$ cat src/rtl/lsu.sv
// RV32I load/store unit: word-wide memory port, sub-word stores done as read-modify-write.
// Optional macro LSU_MISALIGN_TRAP_EN turns misaligned halfword/word accesses into errors.
module lsu (
  input  logic        clk_i,
  input  logic        rst_i,
  input  logic        req_valid_i,
  output logic        req_ready_o,
  input  logic        req_we_i,
  input  logic [2:0]  req_funct3_i,
  input  logic [31:0] req_addr_i,
  input  logic [31:0] req_wdata_i,
  output logic        resp_valid_o,
  output logic [31:0] resp_rdata_o,
  output logic        resp_err_o,
  output logic [31:0] mem_addr_o,
  output logic [31:0] mem_write_data_o,
  output logic        mem_write_o,
  output logic        mem_read_o,
  input  logic [31:0] mem_read_data_i
);

  typedef enum logic [2:0] {
    S_IDLE,
    S_LOAD,
    S_RMW_RD,
    S_WR,
    S_RESP
  } state_t;

  state_t      state_q;
  logic [2:0]  funct3_q;
  logic [31:0] addr_q;
  logic [31:0] buf_q;
  logic [31:0] rdata_q;
  logic        err_q;

  logic        misalign;
  logic        req_err;
  logic [31:0] byte_sh;
  logic [31:0] half_sh;
  logic [31:0] load_d;
  logic [31:0] merge_d;

`ifdef LSU_MISALIGN_TRAP_EN
  assign misalign = ((req_funct3_i[1:0] == 2'b01) && req_addr_i[0]) ||
                    ((req_funct3_i[1:0] == 2'b10) && (req_addr_i[1:0] != 2'b00));
`else
  assign misalign = 1'b0;
`endif

  assign req_err = (req_funct3_i == 3'b011) || (req_funct3_i[2] && req_funct3_i[1]) ||
                   (req_we_i && req_funct3_i[2]) || misalign;

  assign byte_sh = mem_read_data_i >> {addr_q[1:0], 3'b000};
  assign half_sh = mem_read_data_i >> {addr_q[1], 4'b0000};

  always_comb begin
    load_d = mem_read_data_i;
    case (funct3_q[1:0])
      2'b00:   load_d = {{24{byte_sh[7]  & ~funct3_q[2]}}, byte_sh[7:0]};
      2'b01:   load_d = {{16{half_sh[15] & ~funct3_q[2]}}, half_sh[15:0]};
      default: load_d = mem_read_data_i;
    endcase
  end

  // Only the low byte/halfword of the latched store data lands in the addressed lane.
  always_comb begin
    merge_d = mem_read_data_i;
    if (funct3_q[1:0] == 2'b00)
      merge_d[{addr_q[1:0], 3'b000} +: 8] = buf_q[7:0];
    else
      merge_d[{addr_q[1], 4'b0000} +: 16] = buf_q[15:0];
  end

  always_ff @(posedge clk_i) begin
    if (rst_i) begin
      state_q  <= S_IDLE;
      funct3_q <= 3'b000;
      addr_q   <= 32'h0;
      buf_q    <= 32'h0;
      rdata_q  <= 32'h0;
      err_q    <= 1'b0;
    end else begin
      case (state_q)
        S_IDLE: begin
          if (req_valid_i) begin
            funct3_q <= req_funct3_i;
            addr_q   <= req_addr_i;
            buf_q    <= req_wdata_i;
            rdata_q  <= 32'h0;
            err_q    <= req_err;
            if (req_err)
              state_q <= S_RESP;
            else if (!req_we_i)
              state_q <= S_LOAD;
            else if (req_funct3_i[1:0] == 2'b10)
              state_q <= S_WR;
            else
              state_q <= S_RMW_RD;
          end
        end
        S_LOAD: begin
          rdata_q <= load_d;
          state_q <= S_RESP;
        end
        S_RMW_RD: begin
          buf_q   <= merge_d;
          state_q <= S_WR;
        end
        S_WR:    state_q <= S_RESP;
        S_RESP:  state_q <= S_IDLE;
        default: state_q <= S_IDLE;
      endcase
    end
  end

  assign req_ready_o      = (state_q == S_IDLE);
  assign resp_valid_o     = (state_q == S_RESP);
  assign resp_rdata_o     = rdata_q;
  assign resp_err_o       = err_q;
  assign mem_addr_o       = {addr_q[31:2], 2'b00};
  assign mem_write_data_o = (state_q == S_WR) ? buf_q : 32'h0;
  // Gated by reset so an interrupted store never reaches memory.
  assign mem_read_o       = ((state_q == S_LOAD) || (state_q == S_RMW_RD)) && !rst_i;
  assign mem_write_o      = (state_q == S_WR) && !rst_i;

endmodule

$ cat config.mk
export PLATFORM = sky130hd
export DESIGN_NAME = lsu
export DESIGN_NICKNAME = d
export VERILOG_FILES = /design/src/rtl/lsu.sv
export SDC_FILE = /design/constraint.sdc
export NUM_CORES = 1
export LEC_CHECK = 0
export CAP_MARGIN = 10
export CORE_MARGIN = 8
export CORE_UTILIZATION = 44
export CTS_CLUSTER_SIZE = 14
export DETAILED_ROUTE_END_ITERATION = 8
export HOLD_SLACK_MARGIN = 0.15
export PLACE_DENSITY = 0.81
export SYNTH_ARGS = -nofsm -noshare
export SYNTH_HDL_FRONTEND = slang
export SYNTH_SLANG_ARGS = --single-unit
$ cat constraint.sdc
create_clock -name clk_i -period 2.46 [get_ports clk_i]
set_input_delay 0.492 -clock clk_i [delete_from_list [all_inputs] [get_ports clk_i]]
set_output_delay 0.492 -clock clk_i [all_outputs]
set_load 0.05 [all_outputs]
==> metrics.cfg, run 1 <==
[hold_path]
min_from = addr_q[23]
min_path_type = register to register
whs_endpoint = addr_q[23]
holdPathStages = 2

[logic_synthesis]
synth_top_cell_area_share_pct = 39.90
synth-edff-count = 0
ys_async_sr_fraction_pct = 0
avgSynthCellArea_um2 = 8.714
synth_cells = 593
yosysSeqAreaShare_pct = 39.90
yosys.cell_types.count = 54
synth_area_leader_cell = dfxtp_1
synthTopCellsByCount = dfxtp_1 (103), nand2_1 (87), a21oi_1 (57)
ys_dominant_reg_cell = dfxtp_1
syn_area_um2 = 5167
synth_most_common_cell = dfxtp_1
ys_warn_count = 0
synth_area_leaders = dfxtp_1 (40%), o2bb2ai_1 (6.6%), nand2_1 (6.3%)
ys_seq_elements = 103

[worst_setup_path]
worstPathCellList = and3b_1, buf_4, nor2b_1, buf_12
startpoint_type = register
critPathTopFamily = flip-flops
crit_arrival_ns = 1.81
crit_required_ns = 1.97
worst_r2r_endpoint = resp_rdata_o[11]
reg2reg_from = addr_q[1]
max_stage_delay_ns = 0.57
crit_type = register to output pin
reg2reg_depth = 5
critPathMaxFanout = 33
crit_path_end_kind = output pin
worst-path-buf-inv = 2
crit_slowest_cell = dfxtp_1
rrSetupSlack_ns = 0.38

[die]
die_w_um = 124.4
core-area_um2 = 11420
rows = 39
ios = 204
initial_core_util_pct = 45.26
fp.dieArea_um2 = 15470
die_y_um = 124.4

[cells_and_area]
stdcell_area_um2 = 7840
instances_no_fill = 908
antenna-diode-count = 0
drive_above_1_share_pct = 14.51
nNetsFinal = 868
area_growth_pct = 51.72

[sta]
skew_ns = 0.01091
relSlewSlack_pct = 39.87
slew_violations = 0
hold_viol = 0
tns_ns = 0
rsz0062_at_grt = no
timing.fmax_mhz = 434.0
fin_crit_sh_pct = 93.67
max_slew.worst_pin.slew_ns = 0.9000
setup_viol = 0
finalCriticalPeriod_ns = 2.304

[route]
first_pass_iters = 5
vias_per_cell = 5.971
ant_nets = 0
routed_wirelength_mm = 19.33
drt_iter0_drc = 580
num_vias = 5422
drc = 0
wire_per_inst_um = 21.29

[clock_tree]
cts.htree.levels = 3
clock_tree.root_cell = clkbuf_16
clk_latency_ns = 0.35
cts_resized = 0
clock_path_buffers = 2
cts_tree = built
cts_setup_buffers = 0
clk_pin_slew_ns = 0.07
holdBufCountCts = 0
cts_buffers = 9
cts_sinks = 103

[global_routing]
grt_usage_pct = 23.74
antenna_found_initial = 0
grt_pass1_vias = 5451
grt_pass1_wl_mm = 30.11
grt-ovfl-total = 0
grt_max_degree = 34

[power_and_ir_drop]
cellLeakagePower_nw = 2.835
max-vdd-ir-drop_mv = 0.3651
power_density_nw_per_um2 = 566.2

[placement]
postPlaceCellArea_um2 = 7527
port_buffers = 201
finalWeightedCongestion = 0.9190
dp.cells = 892
post-dp-hpwl_mm = 14.93

[outcome]
status = finished clean

[flow_run]
maxCapViolCount = 0

## report_power, final
part	internal [mW]	switching (mW)
logic	0.444	0.627
registers	1.78	0.0871
clock network	0.815	0.690
## metal layers
metal	global-route usage, %	routed length (um)	vias up
met5	0	0	-
met4	9.142	508	0
met3	5.702	1415	30
met2	40.37	9468	277
met1	28.16	7936	2616
li1	-	-	2499
## worst register-to-register path, delay by kind of cell, from the launching register on
| family | cells | cell delay (ns) |
|---|---|---|
| multiplexers | 1 | 0.27 |
| AO/OA/AOI/OAI | 2 | 0.36 |
| buffers and inverters | 1 | 0.30 |
| flip-flops | 1 | 0.34 |
| AND/OR/NAND/NOR | 1 | 0.74 |
## flip-flops by register name, indices dropped and copies added (netlist names)
name and count:
addr_q 32, buf_q 32, funct3_q 3, resp_err_o 1, resp_rdata_o 32, state_q 3
## area by class of cell
| class | count | area [um^2] |
|---|---|---|
| repair buffers | 231 | 2592 |
| inverters | 4 | 15.01 |
| multi-input cells | 411 | 2679 |
| well taps | 143 | 178.9 |
| flip-flops and latches | 103 | 2062 |
| clock buffers | 9 | 225.2 |
| fillers | 895 | 3578 |
| clock inverters | 7 | 87.58 |
## kinds of logic after synthesis
logic type,count (synthesis),share of synthesized area (%)
flip-flops,103,39.90
AO/OA/AOI/OAI,201,28.60
adder cells (fa/ha/maj),5,1.211
multiplexers,11,2.615
other,1,0.07257
XOR/XNOR,1,0.1695
buffers and inverters,80,8.644
AND/OR/NAND/NOR,191,18.79
## metrics by stage
step / worst slack (ns) / hold slack, ns / power [mW] / util (%)
final: 0.1557 / 0.4586 / 4.439 / 68.66
after global routing: 0.04051 / 0.4737 / 4.608 / 68.66
after CTS: 0.1262 / 0.4593 / 4.447 / 68.66
after detailed placement: -0.05580 / 0.4451 / 2.955 / 65.92
after global placement: 0.1302 / 0.4408 / 2.919 / 65.92
after floorplan: 0.1602 / 0.4367 / 2.532 / -
## how the worst max path moves through the flow
stage / depth (start not counted) / from / slack [ns] / endpoint
finish: 4 / state_q[1] / 0.16 / mem_write_o
global placement: 5 / mem_read_data_i[31] / 0.13 / resp_rdata_o[8]
detailed placement: 5 / mem_read_data_i[31] / -0.06 / resp_rdata_o[11]
floorplan: 3 / state_q[1] / 0.16 / resp_valid_o
CTS: 4 / state_q[1] / 0.13 / mem_write_o
global route: 4 / state_q[1] / 0.04 / mem_write_o
## layout by cell type (no fill, tap or decap), types with 3 or more instances in the layout
cell               n
clkdlybuf4s50_1  164
dfxtp_1          103
nand2_1           87
a21oi_1           57
and2_1            40
o2bb2ai_1         39
buf_12            36
a221oi_1          31
buf_4             30
nor2_1            21
a211oi_1          17
o21ai_0           17
nor3_1            13
mux2_2            10
o22ai_1            9
clkbuf_16          9
nor4_1             8
a311oi_1           8
a222oi_1           7
ha_1               5
nor3b_1            4
o21a_1             3
Note: power is estimated with default switching activity, not from simulation.
==> run 2, diff against run 1 <==
--- a/config.mk
+++ b/config.mk
@@ -12,6 +12,7 @@
 export DETAILED_ROUTE_END_ITERATION = 8
 export HOLD_SLACK_MARGIN = 0.15
 export PLACE_DENSITY = 0.81
+export SLEW_MARGIN = 15
 export SYNTH_ARGS = -nofsm -noshare
 export SYNTH_HDL_FRONTEND = slang
 export SYNTH_SLANG_ARGS = --single-unit
==> results of run 2 <==
The final DEF is identical to that of run 1; final timing and power are the same.
==> run 3, diff against run 2 <==
--- a/config.mk
+++ b/config.mk
@@ -6,6 +6,7 @@
 export NUM_CORES = 1
 export LEC_CHECK = 0
 export CAP_MARGIN = 10
+export CORE_ASPECT_RATIO = 1.4
 export CORE_MARGIN = 8
 export CORE_UTILIZATION = 44
 export CTS_CLUSTER_SIZE = 14
==> constraint.sdc (replaced) <==
create_clock -name clk_i -period 2.46 [get_ports clk_i]
set_input_delay 0.615 -clock clk_i [delete_from_list [all_inputs] [get_ports clk_i]]
set_output_delay 0.615 -clock clk_i [all_outputs]
set_load 0.05 [all_outputs]
==> run 3 against run 2 <==
  * Routed wire length fell by 1.7%
  * Setup slack worse by 0.022 ns
  * Non-clock buffer count rose by 6
  * Total power is 0.47% lower
  * Critical path depth did not move
  * Largest power group unchanged
  * Final cell count increased by 1.2%
  * First-iteration DRC count down 38%
  * Hold slack worse by 0.0041 ns
  * Die area rose by 0.32%
==> metrics.cfg, run 3 (synthesized netlist as in run 1, its figures left out) <==
[clock_tree]
cts.htree.levels = 3  ; unchanged
cts_setup_buffers = 0  ; unchanged
holdBufCountCts = 0  ; unchanged
cts_tree = built
clock_path_buffers = 2  ; unchanged
clock_tree.root_cell = clkbuf_16
clk_latency_ns = 0.34  ; about the same
clk_pin_slew_ns = 0.07  ; about the same
cts_buffers = 9  ; unchanged
cts_sinks = 103  ; unchanged
cts_resized = 1  ; +1

[route]
drt_iter0_drc = 358  ; -38%
ant_nets = 0  ; unchanged
first_pass_iters = 6  ; +1
routed_wirelength_mm = 18.99  ; -1.7%
vias_per_cell = 5.818  ; -2.6%
num_vias = 5347  ; -1.4%
drc = 0  ; unchanged
wire_per_inst_um = 20.67  ; -2.9%

[worst_setup_path]
reg2reg_depth = 7  ; +2
crit_arrival_ns = 1.71  ; -0.10 ns
crit_type = register to output pin
reg2reg_from = addr_q[1]
crit_start = state_q[1]
endpoint = mem_write_data_o[8]
critPathMaxFanout = 33  ; unchanged
worst_r2r_endpoint = buf_q[26]
startpoint_type = register
crit_required_ns = 1.85  ; -0.12 ns
crit_path_end_kind = output pin
rrSetupSlack_ns = 0.36  ; -0.02 ns

[cells_and_area]
nNetsFinal = 874  ; +0.69%
layout_commonest_cell = clkdlybuf4s50_1
multiInputGateArea_um2 = 2679  ; unchanged
layout_common_cells = clkdlybuf4s50_1 (164), dfxtp_1 (102), nand2_1 (87)
regArea_um2 = 2063  ; about the same
instances_no_fill = 919  ; +1.2%
drive_above_1_share_pct = 15.18  ; +0.67 points
area_growth_pct = 52.91
num-fill-cells = 938  ; +4.8%

[placement]
pre_cts_ws_ns = -0.03314  ; +0.02266 ns
finalWeightedCongestion = 0.9740  ; +6.0%
post-dp-hpwl_mm = 14.76  ; -1.1%
port_buffers = 201  ; unchanged
dp.cells = 902  ; +1.1%

[power_and_ir_drop]
max-vdd-ir-drop_mv = 0.4359  ; +19%
finalPower_mw = 4.418  ; -0.47%
cellLeakagePower_nw = 2.865  ; +1.1%
power_density_nw_per_um2 = 559.2  ; -1.2%

[hold_path]
min_path_type = register to register

[die]
fp.dieArea_um2 = 15520  ; +0.32%
ios = 204  ; unchanged
die_y_um = 144.2  ; +16%
core-area_um2 = 11640  ; +2.0%
initial_core_util_pct = 44.38  ; -0.88 points
rows = 47  ; +21%
die_w_um = 107.6  ; -13%

[sta]
setup_viol = 0  ; unchanged
rsz0062_at_grt = no
timing.fmax_mhz = 429.8  ; -0.95%
skew_ns = 0.005686  ; -0.005226 ns
fin_crit_sh_pct = 94.57  ; +0.90 points
max_slew.worst_pin.slew_ns = 0.8180  ; -0.08199 ns
fin_ws_ns = 0.1336  ; -0.02211 ns
relSlewSlack_pct = 45.35  ; +5.5 points
finalCriticalPeriod_ns = 2.326  ; +0.02211 ns
slew_violations = 0  ; unchanged
hold_viol = 0  ; unchanged
holdWs_ns = 0.4545  ; -0.004131 ns

[global_routing]
grt-ovfl-total = 0  ; unchanged
antenna_found_initial = 1  ; +1
grt_pass1_vias = 5466  ; +0.28%
grt_pass1_wl_mm = 29.27  ; -2.8%
grt_max_degree = 34  ; unchanged
grt_usage_pct = 23.78  ; +0.046 points

[outcome]
status = finished clean

[flow_run]
maxCapViolCount = 0  ; unchanged

-- run 3: cell type report --
| type | count | area share [%] |
|---|---|---|
| clock inverters | 5 | 0.8234 |
| inverters | 4 | 0.1900 |
| multi-input cells | 411 | 33.90 |
| repair buffers | 237 | 33.54 |
| flip-flops and latches | 103 | 26.11 |
| clock buffers | 11 | 3.072 |
| well taps | 147 | 2.328 |
| diodes | 1 | 0.03167 |
-- run 3: how the worst min path moves through the flow --
stage                     from              end  depth (start not counted)
2_1_floorplan       addr_q[10]       addr_q[10]                          2
4_1_cts             addr_q[31]       addr_q[31]                          2
5_1_grt             addr_q[14]       addr_q[14]                          2
3_5_place_dp   resp_rdata_o[7]  resp_rdata_o[7]                          1
6_report            addr_q[28]       addr_q[28]                          2
3_3_place_gp        addr_q[10]       addr_q[10]                          2
-- run 3: power breakdown --
part	switching [mW]	internal, mW
registers	0.0857	1.78
clock network	0.650	0.827
logic	0.627	0.452
-- run 3: worst max-delay path, stage by stage (launching register included) --
cell and delay (ns):
dfxtp_2 0.47, and3b_1 0.19, buf_4 0.27, and2_1 0.27, buf_12 0.16
-- run 3: per-layer routing --
metal  part of all wire, %  GRT usage (%)  up-vias
li1                      -              -     2504
met1                    38          26.47     2519
met2                    51          41.78      278
met3                   8.0          4.683       46
met4                   3.2          12.10        0
met5                     0              0        -
-- run 3: metrics by stage --
step	area [um^2]	util, %	setup TNS [ns]
CTS	7899	67.84	0
global route	7901	67.86	0
detailed placement	7590	65.18	-0.05533
finish	7901	67.86	0
global placement	7590	65.18	-0.001354
floorplan	5176	-	0
